--- config.mk ---
export PLATFORM = sky130hd
export DESIGN_NAME = obi_sram_shim
export DESIGN_NICKNAME = d
export VERILOG_FILES = /design/src/rtl/obi_sram_shim.sv
export SDC_FILE = /design/constraint.sdc
export NUM_CORES = 1
export LEC_CHECK = 0
export CAP_MARGIN = 20
export CORE_MARGIN = 8
export CORE_UTILIZATION = 17
export DETAILED_ROUTE_END_ITERATION = 10
export MAX_ROUTING_LAYER = met4
export PLACE_DENSITY = 0.85
export SLEW_MARGIN = 20
export SYNTH_ARGS = -nofsm -noshare
export SYNTH_HDL_FRONTEND = slang
export SYNTH_SLANG_ARGS = --single-unit
--- constraint.sdc ---
create_clock -name clk_i -period 3.1 [get_ports clk_i]
set_input_delay 0.31 -clock clk_i [delete_from_list [all_inputs] [get_ports clk_i]]
set_output_delay 0.31 -clock clk_i [all_outputs]
set_load 0.005 [all_outputs]
--- src/rtl/obi_sram_shim.sv ---
// -----------------------------------------------------------------------------
// obi_sram_shim
//
// OBI subordinate that terminates a single OBI manager port and drives one
// single-port SRAM macro. Every cycle it grants and accepts one request. The
// SRAM is driven combinationally in the accept cycle. The response comes back
// exactly Latency cycles later through a metadata pipeline, so there is never
// any backpressure.
//
// Extras on top of a plain SRAM port:
//   - address-window check (out-of-window accesses return err=1)
//   - aid -> rid echo
//   - LR/SC exclusive access through a single reservation register
//   - any other atomic (AMO*) returns err=1
//
// Ports:
//   clk_i         clock
//   rst_ni        asynchronous active-low reset
//   obi_req_i     OBI request  (req, a.addr/we/be/wdata/aid/a_optional.atop)
//   obi_rsp_o     OBI response (gnt, rvalid, r.rdata/rid/err/r_optional.exokay)
//   sram_req_o    SRAM access enable
//   sram_we_o     SRAM write enable
//   sram_addr_o   SRAM word address
//   sram_wdata_o  SRAM write data
//   sram_be_o     SRAM byte enables
//   sram_rdata_i  SRAM read data, valid Latency cycles after sram_req_o
// -----------------------------------------------------------------------------

package obi_pkg;

    typedef logic [5:0] atop_t;

    localparam atop_t ATOPNONE = 6'h00;
    localparam atop_t AMOADD   = 6'h20;
    localparam atop_t AMOSWAP  = 6'h21;
    localparam atop_t ATOPLR   = 6'h22;
    localparam atop_t ATOPSC   = 6'h23;
    localparam atop_t AMOXOR   = 6'h24;
    localparam atop_t AMOOR    = 6'h28;
    localparam atop_t AMOAND   = 6'h2C;
    localparam atop_t AMOMIN   = 6'h30;
    localparam atop_t AMOMAX   = 6'h34;
    localparam atop_t AMOMINU  = 6'h38;
    localparam atop_t AMOMAXU  = 6'h3C;

    typedef struct packed {
        bit UseAtop;
    } obi_optional_cfg_t;

    typedef struct packed {
        int unsigned       AddrWidth;
        int unsigned       DataWidth;
        int unsigned       IdWidth;
        obi_optional_cfg_t OptionalCfg;
    } obi_cfg_t;

    localparam obi_cfg_t ObiDefaultConfig = '{
        AddrWidth:   32,
        DataWidth:   32,
        IdWidth:     1,
        OptionalCfg: '{UseAtop: 1'b0}
    };

    // Request/response types matching ObiDefaultConfig.
    typedef struct packed {
        atop_t atop;
    } obi_default_a_optional_t;

    typedef struct packed {
        logic [31:0]             addr;
        logic                    we;
        logic [3:0]              be;
        logic [31:0]             wdata;
        logic [0:0]              aid;
        obi_default_a_optional_t a_optional;
    } obi_default_a_chan_t;

    typedef struct packed {
        obi_default_a_chan_t a;
        logic                req;
    } obi_default_req_t;

    typedef struct packed {
        logic exokay;
    } obi_default_r_optional_t;

    typedef struct packed {
        logic [31:0]             rdata;
        logic [0:0]              rid;
        logic                    err;
        obi_default_r_optional_t r_optional;
    } obi_default_r_chan_t;

    typedef struct packed {
        logic                gnt;
        logic                rvalid;
        obi_default_r_chan_t r;
    } obi_default_rsp_t;

endpackage

module obi_sram_shim #(
    parameter obi_pkg::obi_cfg_t            ObiCfg    = obi_pkg::ObiDefaultConfig,
    parameter type                          obi_req_t = obi_pkg::obi_default_req_t,
    parameter type                          obi_rsp_t = obi_pkg::obi_default_rsp_t,
    parameter logic [ObiCfg.AddrWidth-1:0]  BaseAddr  = '0,
    parameter int unsigned                  NumWords  = 1024,
    parameter int unsigned                  Latency   = 1,
    parameter int unsigned                  AddrW     = $clog2(NumWords)
) (
    input  logic                            clk_i,
    input  logic                            rst_ni,
    input  obi_req_t                        obi_req_i,
    output obi_rsp_t                        obi_rsp_o,
    output logic                            sram_req_o,
    output logic                            sram_we_o,
    output logic [AddrW-1:0]                sram_addr_o,
    output logic [ObiCfg.DataWidth-1:0]     sram_wdata_o,
    output logic [ObiCfg.DataWidth/8-1:0]   sram_be_o,
    input  logic [ObiCfg.DataWidth-1:0]     sram_rdata_i
);

    localparam int unsigned AW       = ObiCfg.AddrWidth;
    localparam int unsigned DW       = ObiCfg.DataWidth;
    localparam int unsigned IW       = ObiCfg.IdWidth;
    localparam int unsigned BeW      = DW / 8;
    localparam int unsigned ByteOffW = $clog2(BeW);
    localparam int unsigned WinBytes = NumWords * BeW;

    // One extra bit so a window that ends exactly at the top of the address
    // space does not wrap to zero.
    localparam logic [AW:0] WinLo = {1'b0, BaseAddr};
    localparam logic [AW:0] WinHi = WinLo + (AW+1)'(WinBytes);

    // Metadata travelling alongside the SRAM read. The override value is only
    // ever 0 or 1 (error / SC result), so a single bit is enough.
    typedef struct packed {
        logic          valid;
        logic [IW-1:0] aid;
        logic          err;
        logic          exokay;
        logic          ovr_en;
        logic          ovr_val;
    } stage_t;

    logic               accept;
    logic               in_range;
    logic [AddrW-1:0]   word_addr;
    obi_pkg::atop_t     atop;
    logic               resv_hit;

    logic               resv_valid_q, resv_valid_d;
    logic [AddrW-1:0]   resv_addr_q,  resv_addr_d;

    stage_t             stage_d;
    stage_t             stage_q [Latency];

    // gnt is simply "out of reset", so accept collapses to req while running.
    assign accept    = obi_req_i.req & rst_ni;
    assign in_range  = ({1'b0, obi_req_i.a.addr} >= WinLo) &&
                       ({1'b0, obi_req_i.a.addr} <  WinHi);
    assign word_addr = AddrW'((obi_req_i.a.addr - BaseAddr) >> ByteOffW);
    assign atop      = ObiCfg.OptionalCfg.UseAtop ? obi_req_i.a.a_optional.atop
                                                  : obi_pkg::ATOPNONE;
    // Uses the reservation registered before this cycle; updates land at t+1.
    assign resv_hit  = resv_valid_q && (resv_addr_q == word_addr);

    assign sram_addr_o  = word_addr;
    assign sram_wdata_o = obi_req_i.a.wdata;
    assign sram_be_o    = obi_req_i.a.be;

    // Request classification.
    always_comb begin
        // NOTE: every output of this block gets a default first so no path
        //       leaves a signal unassigned, which would infer a latch.
        sram_req_o   = 1'b0;
        sram_we_o    = 1'b0;
        resv_valid_d = resv_valid_q;
        resv_addr_d  = resv_addr_q;
        stage_d      = '0;

        if (accept) begin
            stage_d.valid = 1'b1;
            stage_d.aid   = obi_req_i.a.aid;

            if (!in_range) begin
                // Out-of-window accesses never touch the reservation.
                stage_d.err    = 1'b1;
                stage_d.ovr_en = 1'b1;
            end else begin
                case (atop)
                    obi_pkg::ATOPNONE: begin
                        sram_req_o = 1'b1;
                        sram_we_o  = obi_req_i.a.we;
                        if (obi_req_i.a.we && resv_hit) begin
                            resv_valid_d = 1'b0;
                        end
                    end
                    obi_pkg::ATOPLR: begin
                        sram_req_o     = 1'b1;
                        resv_valid_d   = 1'b1;
                        resv_addr_d    = word_addr;
                        stage_d.exokay = 1'b1;
                    end
                    obi_pkg::ATOPSC: begin
                        // Success or failure, an SC consumes the reservation.
                        resv_valid_d   = 1'b0;
                        stage_d.ovr_en = 1'b1;
                        if (resv_hit) begin
                            sram_req_o     = 1'b1;
                            sram_we_o      = 1'b1;
                            stage_d.exokay = 1'b1;
                        end else begin
                            stage_d.ovr_val = 1'b1;
                        end
                    end
                    default: begin
                        stage_d.err    = 1'b1;
                        stage_d.ovr_en = 1'b1;
                    end
                endcase
            end
        end
    end

    // Reservation and response pipeline.
    // NOTE: the pipeline is small control state, so every stage is reset; this
    //       is what discards in-flight responses on reset. The SRAM contents
    //       themselves are never reset.
    always_ff @(posedge clk_i or negedge rst_ni) begin
        if (!rst_ni) begin
            resv_valid_q <= 1'b0;
            resv_addr_q  <= '0;
            for (int i = 0; i < int'(Latency); i++) begin
                stage_q[i] <= '0;
            end
        end else begin
            // NOTE: non-blocking assignments so each stage shifts the value it
            //       held before this edge, not one already updated this edge.
            resv_valid_q <= resv_valid_d;
            resv_addr_q  <= resv_addr_d;
            stage_q[0]   <= stage_d;
            for (int i = 1; i < int'(Latency); i++) begin
                stage_q[i] <= stage_q[i-1];
            end
        end
    end

    // Response. rdata is muxed live from the SRAM, which presents its data in
    // the same cycle the last stage becomes visible.
    always_comb begin
        obi_rsp_o                   = '0;
        obi_rsp_o.gnt               = rst_ni;
        obi_rsp_o.rvalid            = stage_q[Latency-1].valid;
        obi_rsp_o.r.rid             = stage_q[Latency-1].aid;
        obi_rsp_o.r.err             = stage_q[Latency-1].err;
        obi_rsp_o.r.r_optional.exokay = stage_q[Latency-1].exokay;
        if (!stage_q[Latency-1].valid) begin
            obi_rsp_o.r.rdata = '0;
        end else if (stage_q[Latency-1].ovr_en) begin
            obi_rsp_o.r.rdata = DW'(stage_q[Latency-1].ovr_val);
        end else begin
            obi_rsp_o.r.rdata = sram_rdata_i;
        end
    end

endmodule

## Word-level counts from Yosys, hierarchy flattened

Index checks and enable logic that the tools add are counted.

- Bits in registers: 6
- Input port bits: 111
- Output and inout port bits: 85
- Logic and storage cells: 16

- Magnitude comparators: 1
- Multiplexer cells: 8
- Bitwise logic cells: 1

Operator list:

| cell | number |
|---|---|
| 2-to-1 mux 32 bit | 2 |
| less-than comparator 32 x 13 -> 1 bit, second input constant | 1 |
| 2-to-1 mux 6 bit | 1 |
| 2-to-1 mux 1 bit | 5 |
| AND 1 bit | 1 |

## Depth between registers and ports, before layout

- Depth in word-level cells: 3
- Depth in mapped cells: 3
- Depth with buffers taken out: 3

## Worst setup path before layout

Ideal clock, no wire load.

- Path type: input-to-output
- From: in obi_req_i[73] (netlist name)
- To: out sram_we_o
- Data arrival time: 1.159 ns
- Data required time: 2.790 ns
- Slack: 1.631 ns
- Stages: 3
- Buffers on the path: 0
- Path through: or4_4 nor2_4 and4_1

- Longest elaborated chain between the ends: 3

RTL lines:

| item | RTL line | RTL |
|---|---|---|
| start: declaration | 113 | `input obi_req_t obi_req_i,` |
| less-than comparator 32 x 13 -> 1 bit | 161 | `({1'b0, obi_req_i.a.addr} < WinHi);` |
| 2-to-1 mux 1 bit | 186 | `if (!in_range) begin` |
| 2-to-1 mux 1 bit | 182 | `if (accept) begin` |
| end: declaration | 116 | `output logic sram_we_o,` |

Every way passes these cells.

## Worst setup path after layout

Ends and elaborated chain as after synthesis.

==> impl_metrics.tcl <==
set metrics [dict create \
    synth_top_area_share_pct 48.08 \
    cts_buffers 3 \
    syn_inst 101 \
    drive_gt1_share_pct 4.698 \
    synth_top_family_by_area "buffers and inverters" \
    critical_path_arrival_ps 2070 \
    syn_nets 212 \
    hold_class "input pin to asynchronous set/reset pin" \
    first_iter_violations 15 \
    path_clk_slew_ps 30 \
    finalCoreUtilization_pct 33.45 \
    finalNonFillerCells 201 \
    tns_ps 0 \
    fp-row-count 24 \
    power_density_nw_per_um2 195.1 \
    grt_use_total_pct 7.051 \
    finalHoldViolCount 0 \
    finalWirelength_um 2762 \
    initial_core_util_pct 17.45 \
    p_clk_share_pct 39.8 \
    drt-pass1-iter-count 2 \
    antenna_found_initial 0 \
    async_flop_share_pct 100.0 \
    setup_slack_ps 720.9 \
    synth.area.top_cells "buf_4 (48%), and2_1 (27%), dfrtp_1 (10%)" \
    peakVddDrop_mv 0.1213 \
    synth.area.mux_share_pct 0 \
    synth-adder-area-share_pct 0 \
    clock.fmax_mhz 420.3 \
    grt_max_degree 33 \
    largest_reg_flops 3 \
    max_cap_violations 0 \
    cts_root_buffer "clkbuf_8" \
    critPathLaunch "obi_req_i[73]" \
    final.min_clock_period_ps 2379 \
    cts_tree "built" \
    dr_wl_met3_um 694 \
    drv_slew 0 \
    cp.required_ps 2790 \
    synth_compound_area_share_pct 0.6678 \
    ys.flop_type "dfrtp_1" \
    coreArea_sq_um 4294 \
    area_growth_pct 91.65 \
    leakage_nw 0.5578 \
    p_int_mw 0.2279 \
    synth_seq_area_share_pct 10.02 \
    port_buffers 94 \
    vias 801 \
    cts.htree.levels 1 \
    rsz0062_at_grt "false" \
    crit_fanout 3 \
    switchingPower_mw 0.05231 \
    ys_top_cells_by_count "buf_4 (48), and2_1 (32)" \
    routed-wl-met2_um 1037 \
    synth-edff-count 0 \
    critPathCaptureType "output port" \
    dp.cells 197 \
    io_pins 196 \
    n_antenna_cell 0 \
    grt_pass1_wl_um 3705 \
    synth_area_sq_um 749.5 \
    pwr-share-comb_pct 45.2 \
    overflow 0 \
    fillerInstances 448 \
    fp.dieH_um 82.40 \
    worst-setup-path-type "input pin to output port" \
    wl_per_cell_um 13.74 \
    yosys_warnings 0 \
    power_mw 0.2802 \
    met1_length_um 893 \
    layout.nets 261 \
    clock_path_buffers 2 \
    drc 0 \
    dp_slack_ps 702.9 \
    cts_setup_buffers 0 \
    grt_pass1_vias 817 \
    cts_resized 0 \
    synthXorXnorAreaFrac_pct 0 \
    crit_end "sram_we_o" \
    outcome "finished clean" \
    power_frac_seq_pct 15.0 \
    synth-seq-cells 3 \
    die_width_um 82.40 \
    top_layer "met4" \
    dp_hpwl_um 2602 \
    synthMostInstantiatedCell "buf_4" \
    vias_per_cell 3.985 \
    crit_path_start_kind "input pin" \
    synthSimpleGateAreaFrac_pct 38.73 \
    die-area_sq_um 6789 \
    post-route-period-util_pct 76.75 \
    netlist.top_cell.by_area "buf_4" \
    avgSynthCellArea_sq_um 7.420 \
    synthDistinctLibCells 14 \
    gp_congestion 0.6090 \
    swShare_pct 18.67 \
    holdBufCountCts 0 \
    setup_viol 0 \
    cts_sinks 3 \
    antenna_left 0 \
]
critical path, cell delays in order:
cell	delay, ps
clkdlybuf4s50_1	400
or4_4	540
nor2_4	130
and4_1	190
clkdlybuf4s50_1	490
per-stage QoR:
step,area (sq um),hold slack [ps]
after floorplan,749.5,14.41
after global placement,1391,529.8
after detailed placement,1391,543.0
after CTS,1436,316.8
after global routing,1436,326.3
final,1436,314.7
placed cells by master, fill, tap and decap left out:
| cell type | netlist | routed |
|---|---|---|
| clkdlybuf4s50_1 | 0 | 94 |
| nor2b_1 | 1 | 1 |
| buf_4 | 48 | 1 |
| nand2_1 | 1 | 1 |
| clkbuf_8 | 0 | 3 |
| dfrtp_1 | 3 | 3 |
| clkbuf_1 | 3 | 1 |
| nor2_4 | 1 | 1 |
| a21oi_1 | 1 | 1 |
| inv_1 | 1 | 1 |
| or4_4 | 2 | 2 |
| and2_1 | 32 | 32 |
| conb_1 | 1 | 1 |
| and3_1 | 3 | 3 |
| and4_1 | 1 | 1 |
| nor4_1 | 3 | 3 |
cell type report:
type	count	area, sq um	share of cell area [%]
Clock buffer	4	45.04	3.136
Tap cell	52	65.06	4.530
Multi-Input combinational cell	46	299.0	20.82
Sequential cell	3	75.07	5.226
Timing Repair Buffer	95	948.4	66.03
Inverter	1	3.754	0.2613
power by group through the flow:
| stage | clock network (mW) | logic (mW) | registers (mW) |
|---|---|---|---|
| floorplan | 0 | 0.0711 | 0.0427 |
| global placement | 0 | 0.127 | 0.0424 |
| detailed placement | 0 | 0.129 | 0.0425 |
| CTS | 0.115 | 0.129 | 0.0421 |
| global route | 0.122 | 0.138 | 0.0423 |
| finish | 0.111 | 0.127 | 0.0420 |
cells by family (layout without fill, tap and decap cells):
logic type | Yosys count | count (layout)
AOI/OAI and AO/OA | 1 | 1
buffers and inverters | 52 | 100
DFF | 3 | 3
other | 1 | 1
and+or+nand+nor | 44 | 44
worst min-delay path by stage:
stage	from	to	slack, ps
after floorplan	rst_ni	obi_rsp_o[1]$_DFF_PN0_	10
after global placement	rst_ni	obi_rsp_o[35]$_DFF_PN0_	530
after detailed placement	rst_ni	obi_rsp_o[1]$_DFF_PN0_	540
after CTS	rst_ni	obi_rsp_o[1]$_DFF_PN0_	320
after global routing	rst_ni	obi_rsp_o[1]$_DFF_PN0_	330
final	rst_ni	obi_rsp_o[1]$_DFF_PN0_	310
routing by layer:
metal / up-vias / track usage [%]
met1: 329 / 6.951
met4: 0 / 5.789
met5: - / -
met2: 93 / 9.710
met3: 18 / 4.329
li1: 361 / -
Note: power is estimated with default switching activity, not from simulation.
